File: config.mk
export PLATFORM = sky130hd
export DESIGN_NAME = bcd_count_ctrl
export DESIGN_NICKNAME = d
export VERILOG_FILES = /design/src/rtl/bcd_count_ctrl.sv
export SDC_FILE = /design/constraint.sdc
export NUM_CORES = 1
export LEC_CHECK = 0
export ABC_AREA = 1
export ABC_CLOCK_PERIOD_IN_PS = 2100
export BUFFER_PORTS_ARGS = -buffer_cell sky130_fd_sc_hd__buf_2
export CAP_MARGIN = 20
export CORE_UTILIZATION = 45
export CTS_BUF_LIST = sky130_fd_sc_hd__clkbuf_4 sky130_fd_sc_hd__clkbuf_8 sky130_fd_sc_hd__clkbuf_16
export DETAILED_ROUTE_END_ITERATION = 16
export PLACE_DENSITY_LB_ADDON = 0.1
export SYNTH_ARGS = -nofsm -noshare
export SYNTH_HDL_FRONTEND = slang
export SYNTH_SLANG_ARGS = --single-unit
File: constraint.sdc
create_clock -name Clk -period 2.1 [get_ports Clk]
set_input_delay 0.42 -clock Clk [delete_from_list [all_inputs] [get_ports Clk]]
set_output_delay 0.42 -clock Clk [all_outputs]
set_load 0.05 [all_outputs]
File: src/rtl/bcd_count_ctrl.sv
// Run/pause/clear controller for a cascaded BCD digit chain: button edge events, prescaled Trigger, Cin/DigitReset, overflow detect.
// Buttons act 2 edges after first sample; all outputs registered; no backpressure (digits accept every pulse).
module bcd_count_ctrl #(
    parameter int TICK_DIV = 100000,
    parameter int CNT_W    = 17
) (
    input  logic       Clk,
    input  logic       Reset,
    input  logic       StartStop,
    input  logic       Clear,
    input  logic       HaltOnOverflow,
    input  logic       ChainCout,
    output logic       Trigger,
    output logic       Cin,
    output logic       DigitReset,
    output logic [1:0] State,
    output logic       Overflow
);

    typedef enum logic [1:0] {
        IDLE  = 2'b00,
        RUN   = 2'b01,
        PAUSE = 2'b10,
        HALT  = 2'b11
    } state_t;

    localparam logic [CNT_W-1:0] P_LAST = CNT_W'(TICK_DIV - 1);

    logic ss_s1_q, ss_s2_q, ss_prev_q;
    logic clr_s1_q, clr_s2_q, clr_prev_q;
    logic ss_ev, clr_ev;

    state_t           state_q, state_d;
    logic [CNT_W-1:0] p_q, p_d;
    logic             trig_q, trig_d;
    logic             cin_q, cin_d;
    logic             drst_q, drst_d;
    logic             ovf_q, ovf_d;

    assign ss_ev  = ss_s2_q & ~ss_prev_q;
    assign clr_ev = clr_s2_q & ~clr_prev_q;

    always_comb begin
        state_d = state_q;
        p_d     = p_q;
        trig_d  = 1'b0;
        drst_d  = 1'b0;
        ovf_d   = ovf_q;
        if (clr_ev) begin
            // Clear overrides everything, including a coincident tick or StartStop.
            state_d = IDLE;
            p_d     = '0;
            drst_d  = 1'b1;
            ovf_d   = 1'b0;
        end else begin
            case (state_q)
                IDLE: begin
                    p_d = '0;
                    if (ss_ev) state_d = RUN;
                end
                RUN: begin
                    if (p_q == P_LAST) begin
                        p_d = '0;
                        if (ChainCout && HaltOnOverflow) begin
                            ovf_d   = 1'b1;
                            state_d = HALT;
                        end else begin
                            trig_d = 1'b1;
                            if (ChainCout) ovf_d = 1'b1;
                        end
                    end else begin
                        p_d = p_q + CNT_W'(1);
                    end
                    // Tick is resolved first; a pause cannot rescue the chain from HALT.
                    if (ss_ev && state_d != HALT) state_d = PAUSE;
                end
                PAUSE: begin
                    if (ss_ev) state_d = RUN;
                end
                HALT: begin
                    p_d = '0;
                end
            endcase
        end
        cin_d = (state_d == RUN);
    end

    always_ff @(posedge Clk) begin
        if (Reset) begin
            ss_s1_q    <= 1'b0;
            ss_s2_q    <= 1'b0;
            ss_prev_q  <= 1'b0;
            clr_s1_q   <= 1'b0;
            clr_s2_q   <= 1'b0;
            clr_prev_q <= 1'b0;
            state_q    <= IDLE;
            p_q        <= '0;
            trig_q     <= 1'b0;
            cin_q      <= 1'b0;
            drst_q     <= 1'b1;
            ovf_q      <= 1'b0;
        end else begin
            ss_s1_q    <= StartStop;
            ss_s2_q    <= ss_s1_q;
            ss_prev_q  <= ss_s2_q;
            clr_s1_q   <= Clear;
            clr_s2_q   <= clr_s1_q;
            clr_prev_q <= clr_s2_q;
            state_q    <= state_d;
            p_q        <= p_d;
            trig_q     <= trig_d;
            cin_q      <= cin_d;
            drst_q     <= drst_d;
            ovf_q      <= ovf_d;
        end
    end

    assign Trigger    = trig_q;
    assign Cin        = cin_q;
    assign DigitReset = drst_q;
    assign State      = state_q;
    assign Overflow   = ovf_q;

endmodule
* Yosys cells after proc, flatten, opt, wreduce, memory -nomap -nowiden
Cells that the tools add are included. Widths: inputs -> output; s select.
Operators by class: add/sub/neg operators 1, eq/ne operators 6, multiplexer cells 14, bitwise gates (word level) 6, reductions and logical operators 10
Operators by type and width (number):
- $pmux 17 s2 | 1
- $add 17x1->17 const B | 1
- $eq 17x17->1 const B | 1
- $mux 17 | 1
- $mux 2 | 7
- $reduce_or 2->1 | 3
- $eq 2x1->1 const B | 2
- $eq 2x2->1 const B | 2
- $mux 1 | 4
- $not 1->1 | 4
- $pmux 2 s2 | 1
- $reduce_bool 2->1 | 2
- $reduce_or 4->1 | 1
- $reduce_and 3->1 | 1
- $and 1x1->1 | 2
- $logic_and 1x1->1 | 2
- $logic_not 2->1 | 1
- $ne 2x2->1 const B | 1
Word-level totals: bits in registers 29, bits of input ports 6, output and inout bits 6, logic and storage cells 49

* Depth between registers and ports, before layout
word-level depth 11, depth in mapped cells 11, gate-level depth less buffers 11

* Worst setup path before layout
No wires, ideal clock.
kind register to register, start point register state_q[0], in the netlist State[0], end point register p_q[15], library setup time 116 ps, data arrival time 1922 ps, required time 1984 ps, slack 62 ps, stages on the path, launching flop included 12, path buffers 1, clock period less this slack 2038 ps, cell sequence dfxtp_1 -> inv_1 -> ha_1 -> clkbuf_8 -> clkinv_2 -> nand4_2 -> nor2_2 -> nand2_1 -> clkinv_2 -> nand2_2 -> o21ai_1 -> a21oi_1
Between the ends: word-level cells in the longest chain between the ends 3, elaborated cells on any way between the ends 6, those cells by class eq/ne: 2; mux: 1; reduce/logical: 3
Ends and longest elaborated chain:
- start: declaration | RTL line 33 | state_t state_q, state_d;
- start signal: assignment | RTL line 109 | state_q <= state_d;
- $eq 2x2->1 / $logic_not 2->1 (equally long branches) | RTL line 56 | case (state_q)
- $reduce_or 2->1 (no line)
- $pmux 17 s2 / $reduce_bool 2->1 (equally long branches)
- end signal: assignment | RTL line 110 | p_q <= p_d;
- end: declaration | RTL line 34 | logic [CNT_W-1:0] p_q, p_d;
Several ways; a longest one is shown, not always the timed one. A chain may end at the register's enable or synchronous reset.

* Worst setup path in the final report
Same ends and word-level chain as after synthesis.

==> flow_metrics.env <==
export IMPL_status="finished clean"
export IMPL_ys_seq_elements=29
export IMPL_fmax_ghz=0.5350
export IMPL_regArea_um2=580.6
export IMPL_cts_tree="done"
export IMPL_drive_gt1_share_pct=20.00
export IMPL_met3WireLength_um=94
export IMPL_crit_required_ns=2.36
export IMPL_clk_insertion_delay_late_ns=0.32
export IMPL_rr_worst_depth=10
export IMPL_final_util_pct=52.31
export IMPL_grt_pass1_vias=1029
export IMPL_cts_repair_resized=0
export IMPL_worst_setup_path_end_kind="flop"
export IMPL_routabilityCongestion=0.8160
export IMPL_setup_viol=0
export IMPL_worstPathCellList="inv_1 > ha_1 > clkinv_2 > nand4_2 > nor2_2 > nand2_1 > clkinv_2 > nand2_2 > o21ai_1 > a21oi_1"
export IMPL_maxCapViolCount=0
export IMPL_cts_max_path_buffers=2
export IMPL_finClkSkew_ns=0.002062
export IMPL_wl_um=2628
export IMPL_largest_reg_flops=17
export IMPL_place_area_mm2=0.001514
export IMPL_p_leak_nw=0.6844
export IMPL_fin_area_mm2=0.001584
export IMPL_cpMaxStageDelayCell="ha_1"
export IMPL_cpPeakStageDelay_ns=0.41
export IMPL_wl_met2_um=1170
export IMPL_dpl_hpwl_um=1968
export IMPL_die_y_um=58.20
export IMPL_syn_inst=188
export IMPL_firstDrtPassIters=4
export IMPL_clk_pin_slew_ns=0.09
export IMPL_worst_setup_path_start_kind="flop"
export IMPL_drtIter0Drc=50
export IMPL_io_buffer_count=11
export IMPL_top_layer="met4"
export IMPL_hold_depth=3
export IMPL_yosys_area_share_simple_pct=31.51
export IMPL_top_register="p_q"
export IMPL_rr_endpoint="p_q[15]"
export IMPL_ios=12
export IMPL_crit_path_frequent_cell="clkinv_2"
export IMPL_numPlacedInstances=241
export IMPL_rrSetupSlack_ns=0.23
export IMPL_fillers=303
export IMPL_synth_xor_area_share_pct=2.465
export IMPL_tightest_slew_ns=0.3775
export IMPL_routedWlPerCell_um=10.55
export IMPL_grt_overflow=0
export IMPL_finalCritPeriodShare_pct=89.01
export IMPL_fin_tns_setup_ns=0
export IMPL_path_max_fanout=9
export IMPL_hold_viol=0
export IMPL_die_w_um=58.20
export IMPL_max_slew_margin_pct=74.83
export IMPL_hold_ws_ns=0.2972
export IMPL_peakVddDrop_mv=0.2732
export IMPL_start_util_pct=46.94
export IMPL_stdcell_count=249
export IMPL_synth_cell_type_count=31
export IMPL_grt_pass1_wl_um=4209
export IMPL_ys_seq_area_share_pct=40.85
export IMPL_post_cts_buffers=0
export IMPL_synthToLayoutAreaGrowth_pct=11.44
export IMPL_synth_top_family_by_area="simple AND/OR/NAND/NOR gates"
export IMPL_synth_mux_area_share_pct=0
export IMPL_ant_nets=0
export IMPL_cts_root_buf="clkbuf_4"
export IMPL_hold_buffers=0
export IMPL_fp_coreArea_mm2=0.003028
export IMPL_cts_max_level=2
export IMPL_cts_buffers=5
export IMPL_crit_start="State[0]"
export IMPL_n_antenna_cell=0
export IMPL_arrival_ns=2.13
export IMPL_wl_met1_um=1314
export IMPL_antenna_found_initial=0
export IMPL_vias_per_cell=4.719
export IMPL_dieArea_mm2=0.003387
export IMPL_nets=216
export IMPL_post_route_drc_count=0
export IMPL_layout_common_cells="nand2_1 (33), dfxtp_1 (29), inv_1 (28)"
export IMPL_rows=20
export IMPL_via_count=1175
export IMPL_slew_viol_final=0
export IMPL_synthAdderAreaFrac_pct=5.282
export IMPL_worstSetupEndpoint="p_q[15]"
export IMPL_netlist_area_mm2=0.001421
export IMPL_synth_nets=200
export IMPL_period_minus_slack_ns=1.869
export IMPL_critPathKind="reg -> reg"
export IMPL_grtUsageTotal_pct=16.74
export IMPL_final_common_cell="nand2_1"
export IMPL_synth_area_per_cell_um2=7.560
export IMPL_p_per_area_mw_per_mm2=640.6
export IMPL_hold_class="in -> reg"
export IMPL_r2r_start="State[0]"
export IMPL_ys_warnings_count=0
export IMPL_grt_max_degree=11
export IMPL_rsz0062_at_grt="false"
export IMPL_clock_sinks=29
export IMPL_synth_compound_gate_area_share_pct=9.771
export IMPL_multi_input_area_um2=696.9
## per-stage QoR
stage               power [mW]  worst slack [ns]
global placement        0.6398            0.3700
floorplan               0.6241           0.06180
detailed placement      0.6411            0.2688
finish                   1.015            0.2307
global route             1.052           0.03516
CTS                      1.025            0.2397
## layout make-up
cell class	instances	area share, %
Sequential cell	29	36.65
Inverter	33	7.978
Timing Repair Buffer	11	3.476
Multi-Input combinational cell	124	44.00
Clock inverter	1	0.3160
Tap cell	44	3.476
Clock buffer	7	4.107
## worst min path at each step
| stage | startpoint | to | slack, ns |
|---|---|---|---|
| floorplan | clr_s1_q | clr_s2_q | 0.39 |
| finish | Clear | clr_s1_q | 0.30 |
| global route | Clear | clr_s1_q | 0.29 |
| detailed placement | clr_s1_q | clr_s2_q | 0.39 |
| CTS | Clear | clr_s1_q | 0.29 |
| global placement | clr_s1_q | clr_s2_q | 0.39 |
## cell usage after synthesis
master	instances	share of area (%)
a211oi_1	2	1.1
a21oi_1	13	4.6
a21oi_2	1	0.62
a31o_2	1	0.62
clkbuf_1	1	0.26
clkbuf_8	1	0.97
clkinv_2	2	0.70
dfxtp_1	29	41
ha_1	6	5.3
inv_1	28	7.4
inv_2	3	0.79
nand2_1	33	8.7
nand2_2	2	0.88
nand2_4	1	0.79
nand3_1	8	2.8
nand3_2	2	1.4
nand3b_1	2	1.1
nand4_1	1	0.44
nand4_2	1	0.88
nor2_1	26	6.9
nor2_2	5	2.2
nor3_1	3	1.1
nor3_2	1	0.70
nor3_4	2	2.3
nor3b_1	1	0.53
nor3b_2	1	0.88
o21ai_0	6	2.1
o21ai_1	1	0.35
o22ai_1	1	0.44
xnor2_1	1	0.62
xor2_1	3	1.8
## critical path, delay by kind of cell, from the launching register on
family | cells | cell delay (ns)
buffers and inverters | 3 | 0.49
adders and majority gates | 1 | 0.41
and+or+nand+nor | 4 | 0.41
DFF | 1 | 0.35
AOI/OAI and AO/OA | 2 | 0.15
## layer usage
metal  vias up  track usage [%]
met5         -                0
met4         0            9.524
met3         8            4.911
met2        21            24.96
met1       526            21.51
li1        620                -
## cell families after synthesis
group | count (synthesis)
compound gates | 25
xor+xnor | 4
fa+ha+maj | 6
buf+inv | 35
flops | 29
simple gates | 89
## power breakdown
group	switching [mW]	leakage, nW	internal [mW]
clock	0.192	0.0413	0.194
combinational	0.0476	0.408	0.0190
sequential	0.00387	0.235	0.559
Power figures use the tool's default switching activity.
